<file path="src/rtl/ram_arbiter.sv">
// ram_arbiter: two-port (CPU / loader) arbiter in front of a word RAM.
// Round-robin on conflict, IDLE/ACCESS/RESP handshake with range errors.
module ram_arbiter #(
  parameter int RAM_SIZE = 16,
  parameter int ADDR_W   = 8
) (
  input  logic                  clk,
  input  logic                  reset,
  input  logic                  req_a,
  input  logic                  we_a,
  input  logic [ADDR_W-1:0]     addr_a,
  input  logic [31:0]           wdata_a,
  output logic                  ack_a,
  output logic                  err_a,
  output logic [31:0]           rdata_a,
  input  logic                  req_b,
  input  logic                  we_b,
  input  logic [ADDR_W-1:0]     addr_b,
  input  logic [31:0]           wdata_b,
  output logic                  ack_b,
  output logic                  err_b,
  output logic [31:0]           rdata_b,
  output logic                  busy,
  output logic [RAM_SIZE*32-1:0] ram_flat
);

  localparam int IW = (RAM_SIZE > 1) ? $clog2(RAM_SIZE) : 1;

  typedef enum logic [1:0] {
    IDLE,
    ACCESS,
    RESP
  } state_t;

  state_t            state_q;
  state_t            state_d;
  logic [31:0]       mem [RAM_SIZE];
  logic              win_b;
  logic              lwe;
  logic              last_b;
  logic [ADDR_W-1:0] laddr;
  logic [31:0]       lwdata;
  logic              grant;
  logic              pick_b;
  logic              inr;
  logic [IW-1:0]     idx;

  assign busy = (state_q != IDLE);
  assign inr  = (32'(laddr) < 32'(RAM_SIZE));
  assign idx  = laddr[IW-1:0];

  // State register
  always_ff @(posedge clk) begin
    if (reset) state_q <= IDLE;
    else       state_q <= state_d;
  end

  // Next state and grant decision; B wins a tie only if A went last
  always_comb begin
    state_d = state_q;
    grant   = 1'b0;
    pick_b  = 1'b0;
    unique case (state_q)
      IDLE: begin
        grant  = req_a | req_b;
        pick_b = req_b & (~req_a | ~last_b);
        if (grant) state_d = ACCESS;
      end
      ACCESS:  state_d = RESP;
      RESP:    state_d = IDLE;
      default: state_d = IDLE;
    endcase
  end

  // Latch the winner, perform the access and pulse ack/err for one cycle
  always_ff @(posedge clk) begin
    if (reset) begin
      ack_a   <= 1'b0;
      ack_b   <= 1'b0;
      err_a   <= 1'b0;
      err_b   <= 1'b0;
      rdata_a <= '0;
      rdata_b <= '0;
      last_b  <= 1'b1;
      win_b   <= 1'b0;
      lwe     <= 1'b0;
      laddr   <= '0;
      lwdata  <= '0;
      for (int i = 0; i < RAM_SIZE; i++) mem[i] <= '0;
    end else begin
      ack_a <= 1'b0;
      ack_b <= 1'b0;
      err_a <= 1'b0;
      err_b <= 1'b0;
      if (grant) begin
        win_b  <= pick_b;
        last_b <= pick_b;
        lwe    <= pick_b ? we_b : we_a;
        laddr  <= pick_b ? addr_b : addr_a;
        lwdata <= pick_b ? wdata_b : wdata_a;
      end
      if (state_q == ACCESS) begin
        if (win_b) begin
          ack_b <= 1'b1;
          err_b <= ~inr;
        end else begin
          ack_a <= 1'b1;
          err_a <= ~inr;
        end
        if (lwe) begin
          if (inr) mem[idx] <= lwdata;
        end else if (win_b) begin
          rdata_b <= inr ? mem[idx] : '0;
        end else begin
          rdata_a <= inr ? mem[idx] : '0;
        end
      end
    end
  end

  // Flat RAM image, word i at bits [(i+1)*32-1 -: 32]
  for (genvar g = 0; g < RAM_SIZE; g++) begin : g_flat
    assign ram_flat[g*32 +: 32] = mem[g];
  end

endmodule

</file>
<file path="config.mk">
export PLATFORM = sky130hd
export DESIGN_NAME = ram_arbiter
export DESIGN_NICKNAME = d
export VERILOG_FILES = /design/src/rtl/ram_arbiter.sv
export SDC_FILE = /design/constraint.sdc
export NUM_CORES = 1
export LEC_CHECK = 0
export CORE_AREA = 2 2 258 260
export CTS_CLUSTER_SIZE = 20
export DETAILED_ROUTE_END_ITERATION = 10
export DIE_AREA = 0 0 260 262
export DONT_BUFFER_PORTS = 1
export PLACE_DENSITY = 0.66
export RECOVER_POWER = 25
export SYNTH_ARGS = -nofsm -noshare
export SYNTH_HDL_FRONTEND = slang
export SYNTH_SLANG_ARGS = --single-unit
</file>
<file path="constraint.sdc">
create_clock -name clk -period 3.7 [get_ports clk]
set_input_delay 0.555 -clock clk [delete_from_list [all_inputs] [get_ports clk]]
set_output_delay 0.555 -clock clk [all_outputs]
set_load 0.01 [all_outputs]
</file>
==> flow_summary.ini, run 1 <==
[placed_design]
gp_congestion = 0.965
dpl.hpwl_um = 76000
port-buffer-count = 0

[yosys]
synth_xor_area_share_pct = 0
synthCells = 2173
syn_area_per_cell_sq_um = 12.8
synthArstFlopShare_pct = 0
synth-warning-count = 0
synth_ff_type = edfxtp_1
synth_nets = 2259
ys_types = 31
synth.area.mux_share_pct = 10.7
synth-simple-area-share_pct = 18.3
syn-cell-area_sq_um = 27900
synth_compound_area_share_pct = 4.70
ys_ff_latch = 629
synth_top_family_by_area = simple AND/OR/NAND/NOR gates
ys_seq_area_share_pct = 63.5
synthAdderAreaFrac_pct = 0
synth-edff-count = 512

[drt]
wl_met3_um = 10300
drt_iter0_drc = 2208
routed.top_layer = met4
drc = 0
antenna_left = 0
vias = 18600
wl_met2_um = 49200
wl_per_cell_um = 34.8
drt-met1-wl_um = 42500
wirelength_um = 106000
drt-pass1-iter-count = 5
vias_per_cell = 6.13

[pwr]
leakagePower_uw = 0.0114
intPower_uw = 12300
p_comb_share_pct = 9.2
p_sw_share_pct = 27.2
pwr-share-seq_pct = 50.8
power.density_nw_per_um2 = 543
ir_worst_vdd_mv = 0.409
power_switching_uw = 4620
p_total_uw = 17000
clkPwrFrac_pct = 40.0

[floorplan]
dieWidth_um = 260
initial_core_util_pct = 42.8
die_height_um = 262
ios = 667
rows = 94
die-area_sq_um = 68100
core_sq_um = 65300

[sta]
fin_tns_setup_ns = 0
fin_crit_sh_pct = 75.1
setup_viol = 0
fmax_ghz = 0.360
rsz0062_at_grt = no
skew_ns = 0.0277
slew_headroom_pct = 31.7
worst_slew_pin_slew_ns = 1.02
period_needed_ns = 2.78
slew_viol_final = 0
finalHoldViolations = 0

[global_route]
grt_first_pass_wirelength_um = 142000
antenna_found_initial = 3
grt_max_degree = 67
grt_pass1_vias = 17500
grt_util_all_layers_pct = 29.9
grt.overflow.total = 0

[job]
max_cap_viol_count = 0

[cts]
tritoncts = done
cts_buffers = 69
clk_latency_ns = 0.61
cts-htree-levels = 3
cts_resized = 0
clkSlewWorstSetupHoldPaths_ns = 0.06
root_buffer = clkbuf_16
max-clock-path-buffers = 3
cts_num_sinks = 629

[finish]
finish.utilization_pct = 47.8
finalNetCount = 2205
layout_commonest_cell = and2_1
final_cell_mix = and2_1, edfxtp_1, mux2i_1
areaGrowthSynthToFinish_pct = 11.8
fill_cells = 5713
layout-drive-gt1-share_pct = 9.94

[worst_setup_path]
end_kind = flop
cp-start-kind = flop
worstPathRequired_ns = 3.91
crit_type = reg2reg
arrival_ns = 2.99
critPathMaxFanout = 32

[hold_path]
hp-class = in2reg

[outcome]
status = completed
-- path summary, 6_finish.rpt --
check | startpoint | end | cells after the start | slack (ns)
worst max-delay path | laddr[7] | mem[0][11] | 4 | 0.92
worst min-delay path | reset | lwdata[10] | 1 | 0.04
worst max register to register | laddr[7] | mem[0][11] | 4 | 0.92
worst min register to register | last_b | last_b | 2 | 0.48
-- area by class of cell --
| class | count | area (sq um) | share of cell area, % |
|---|---|---|---|
| Inverter | 5 | 20.0 | 0.0642 |
| Multi-Input combinational cell | 1348 | 9510 | 30.5 |
| Timing Repair Buffer | 66 | 628 | 2.01 |
| Sequential cell | 629 | 17700 | 56.8 |
| Clock inverter | 32 | 268 | 0.858 |
| Tap cell | 864 | 1080 | 3.46 |
| Clock buffer | 94 | 1970 | 6.32 |
| Antenna cell | 2 | 5.00 | 0.0160 |
-- worst max-delay path, cell delays in order (launching register included) --
cell and delay (ns):
dfxtp_1 0.34, nor4_4 0.54, nand4_1 0.46, nor3_4 0.25, or2_2 0.75
-- metrics by stage --
| step | setup slack (ns) | cells | instance area [sq um] | hold slack (ns) |
|---|---|---|---|---|
| 2_1_floorplan | 1.23 | 2173 | 27900 | 0.438 |
| 3_3_place_gp | 0.880 | 2909 | 28900 | 0.442 |
| 3_5_place_dp | 0.821 | 2909 | 28900 | 0.467 |
| 4_1_cts | 0.889 | 3038 | 31200 | 0.0000859 |
| 5_1_grt | 0.774 | 3038 | 31200 | 0.00620 |
| 6_report | 0.921 | 3040 | 31200 | 0.0358 |
-- layer usage --
| metal | vias up | global-route usage [%] |
|---|---|---|
| li1 | 7865 | - |
| met1 | 9441 | 39.7 |
| met2 | 1117 | 47.3 |
| met3 | 202 | 8.24 |
| met4 | 0 | 10.2 |
| met5 | - | 0 |
-- flip-flops by register name (all words and copies together), names as in the netlist, named ones only --
name,cells
mem,512
lwdata,32
rdata_a,32
rdata_b,32
laddr,8
state_q,2
ack_a,1
ack_b,1
err_a,1
err_b,1
last_b,1
lwe,1
win_b,1
-- kinds of logic (layout without fill, tap and decap cells) --
logic type	Yosys count	in the layout
other	0	2
buffers and inverters	196	197
AO/OA/AOI/OAI	176	176
AND/OR/NAND/NOR	875	875
flip-flops	629	629
multiplexers	297	297
-- repair_timing --
| action | in CTS | in global routing |
|---|---|---|
| buffers inserted | 0 | 0 |
| hold buffers | 3 | 0 |
| endpoints found under the hold margin | 6 | 0 |
-- Yosys cell counts, types with 15 or more instances --
library cell / instances / area, sq um
nand2_1: 73 / 274
buf_2: 39 / 195
dfxtp_1: 117 / 2340
mux2i_1: 296 / 2960
a22oi_1: 126 / 946
edfxtp_1: 512 / 15400
nand3_1: 64 / 320
nor2_1: 60 / 225
clkbuf_1: 116 / 435
buf_1: 15 / 56.3
or2_2: 16 / 100
nand4_1: 130 / 813
clkbuf_2: 21 / 105
a211oi_1: 41 / 308
and2_1: 516 / 3230
-- power groups by stage --
stage	clock [uW]	combinational (uW)	sequential (uW)
2_1_floorplan	0	1100	8340
3_3_place_gp	0	1500	8750
6_report	6790	1550	8620
3_5_place_dp	0	1530	8760
4_1_cts	6860	1540	8610
5_1_grt	7130	1640	8640
Power figures use the tool's default switching activity.
==> inputs of run 2 (changes only) <==
Settings changed: CORE_AREA 2 2 258 260 to 2 2 260 262, DIE_AREA 0 0 260 262 to 0 0 262 264.
Clock period 3.7 ns to 2.7 ns, I/O delays scaled along.
==> flow_summary.ini, run 2 (synthesis gave the netlist of run 1 again) <==
[outcome]
status = completed

[pwr]
p_total_uw = 23500
power.density_nw_per_um2 = 746
ir_worst_vdd_mv = 0.456
leakagePower_uw = 0.0115

[finish]
largest_reg_flops = 512
layout_commonest_cell = and2_1
design_area_sq_um = 31500
areaGrowthSynthToFinish_pct = 12.9
finalNetCount = 2207
finish.utilization_pct = 47.4
layout-drive-gt1-share_pct = 10.0
largest_register = mem
final_cell_mix = and2_1, edfxtp_1, mux2i_1

[drt]
wl_per_cell_um = 33.6
vias = 18600
wirelength_um = 103000
vias_per_cell = 6.10
antenna_left = 0
drt-pass1-iter-count = 7
drc = 0
drt_iter0_drc = 2309

[sta]
fin_hold_ws_ns = 0.0467
skew_ns = 0.0269
fin_tns_setup_ns = 0
slew_headroom_pct = 33.7
fmax_ghz = 0.433
worst_slew_pin_slew_ns = 0.993
finalHoldViolations = 0
period_needed_ns = 2.31
fin_crit_sh_pct = 85.6
rsz0062_at_grt = no
setup_viol = 0
slew_viol_final = 0

[floorplan]
initial_core_util_pct = 41.9
rows = 95
ios = 667
core_sq_um = 66600
dieWidth_um = 262
die-area_sq_um = 69200
die_height_um = 264

[global_route]
grt_first_pass_wirelength_um = 141000
grt_util_all_layers_pct = 28.9
grt.overflow.total = 0
grt_pass1_vias = 17600
grt_max_degree = 83
antenna_found_initial = 6

[worst_setup_path]
end_kind = flop
crit_chain = or3b_1, clkinv_2, nand4_1, nor2_4, or2_2, buf_12
slowest_stage = or3b_1
reg2reg_setup_slack_ns = 0.39
arrival_ns = 2.57
critPathMaxFanout = 32
cp-start-kind = flop
cp-startpoint = state_q[0]
worst_path_largest_cell_delay_ns = 0.47
worstPathRequired_ns = 2.96
crit_type = reg2reg
timing.rr.start = state_q[0]

[placed_design]
gp_congestion = 1.02
port-buffer-count = 0
dpl.hpwl_um = 73300
place_area_sq_um = 29200

[cts]
tritoncts = done
cts_buffers = 68
clkSlewWorstSetupHoldPaths_ns = 0.06
cts_num_sinks = 629
clk_latency_ns = 0.61
root_buffer = clkbuf_16
max-clock-path-buffers = 3
post-cts-setup-buffers = 0
cts-htree-levels = 3

[hold_path]
hp-class = in2reg
min_from = wdata_b[14]

[job]
max_cap_viol_count = 0
run 2: cell count changes in the layout (fill, tap and decap cells not counted), moves of 2 or more:
cell / delta
bufinv_16: +4
diode_2: +2
buf_12: +18
clkinv_1: +2
clkbuf_16: +2
dlygate4sd3_1: -3
nor2_4: +4
nor2_2: -4
buf_4: -14
clkinv_2: +3
clkbuf_8: -8
run 2: worst paths after layout:
check             depth (start not counted)    endpoint
hold / removal                            2  lwdata[14]
setup reg to reg                          6   mem[7][8]
setup / recovery                          6   mem[7][8]
hold reg to reg                           2      last_b
run 2: per-stage QoR:
step,cells,setup slack [ns]
6_report,3051,0.389
2_1_floorplan,2173,0.375
3_3_place_gp,2923,0.421
5_1_grt,3047,0.294
3_5_place_dp,2923,0.399
4_1_cts,3047,0.459
run 2: critical path: cells and delay by family (launching register included):
| kind | cells | cell delay [ns] |
|---|---|---|
| flops | 1 | 0.36 |
| simple gates | 4 | 1.21 |
| buf+inv | 2 | 0.34 |
run 2: layout make-up:
type | instances | area [sq um]
tap | 873 | 1090
clock buffer | 86 | 1900
fill | 5846 | 35000
timing repair buffer | 69 | 865
antenna | 4 | 10.0
inverter | 5 | 20.0
clock inverter | 37 | 370
sequential | 629 | 17700
multi-input combinational | 1348 | 9550
run 2: timing repair:
action | in CTS | in global routing
hold buffers | 1 | 0
hold endpoints to repair | 48 | 0
resized for setup | 0 | 0
run 2: where the power goes:
group | leakage, uW | switching [uW] | internal (uW) | total [uW]
combinational | 0.00418 | 1470 | 750 | 2220
sequential | 0.00624 | 893 | 10900 | 11700
clock | 0.00112 | 3960 | 5600 | 9560
run 2: routing by layer:
layer	vias to the layer above	wire length (um)	global-route usage (%)
met3	227	11800	9.48
met4	0	3980	10.2
met1	9339	39600	37.6
met5	-	0	0
met2	1165	47200	45.2
li1	7866	-	-
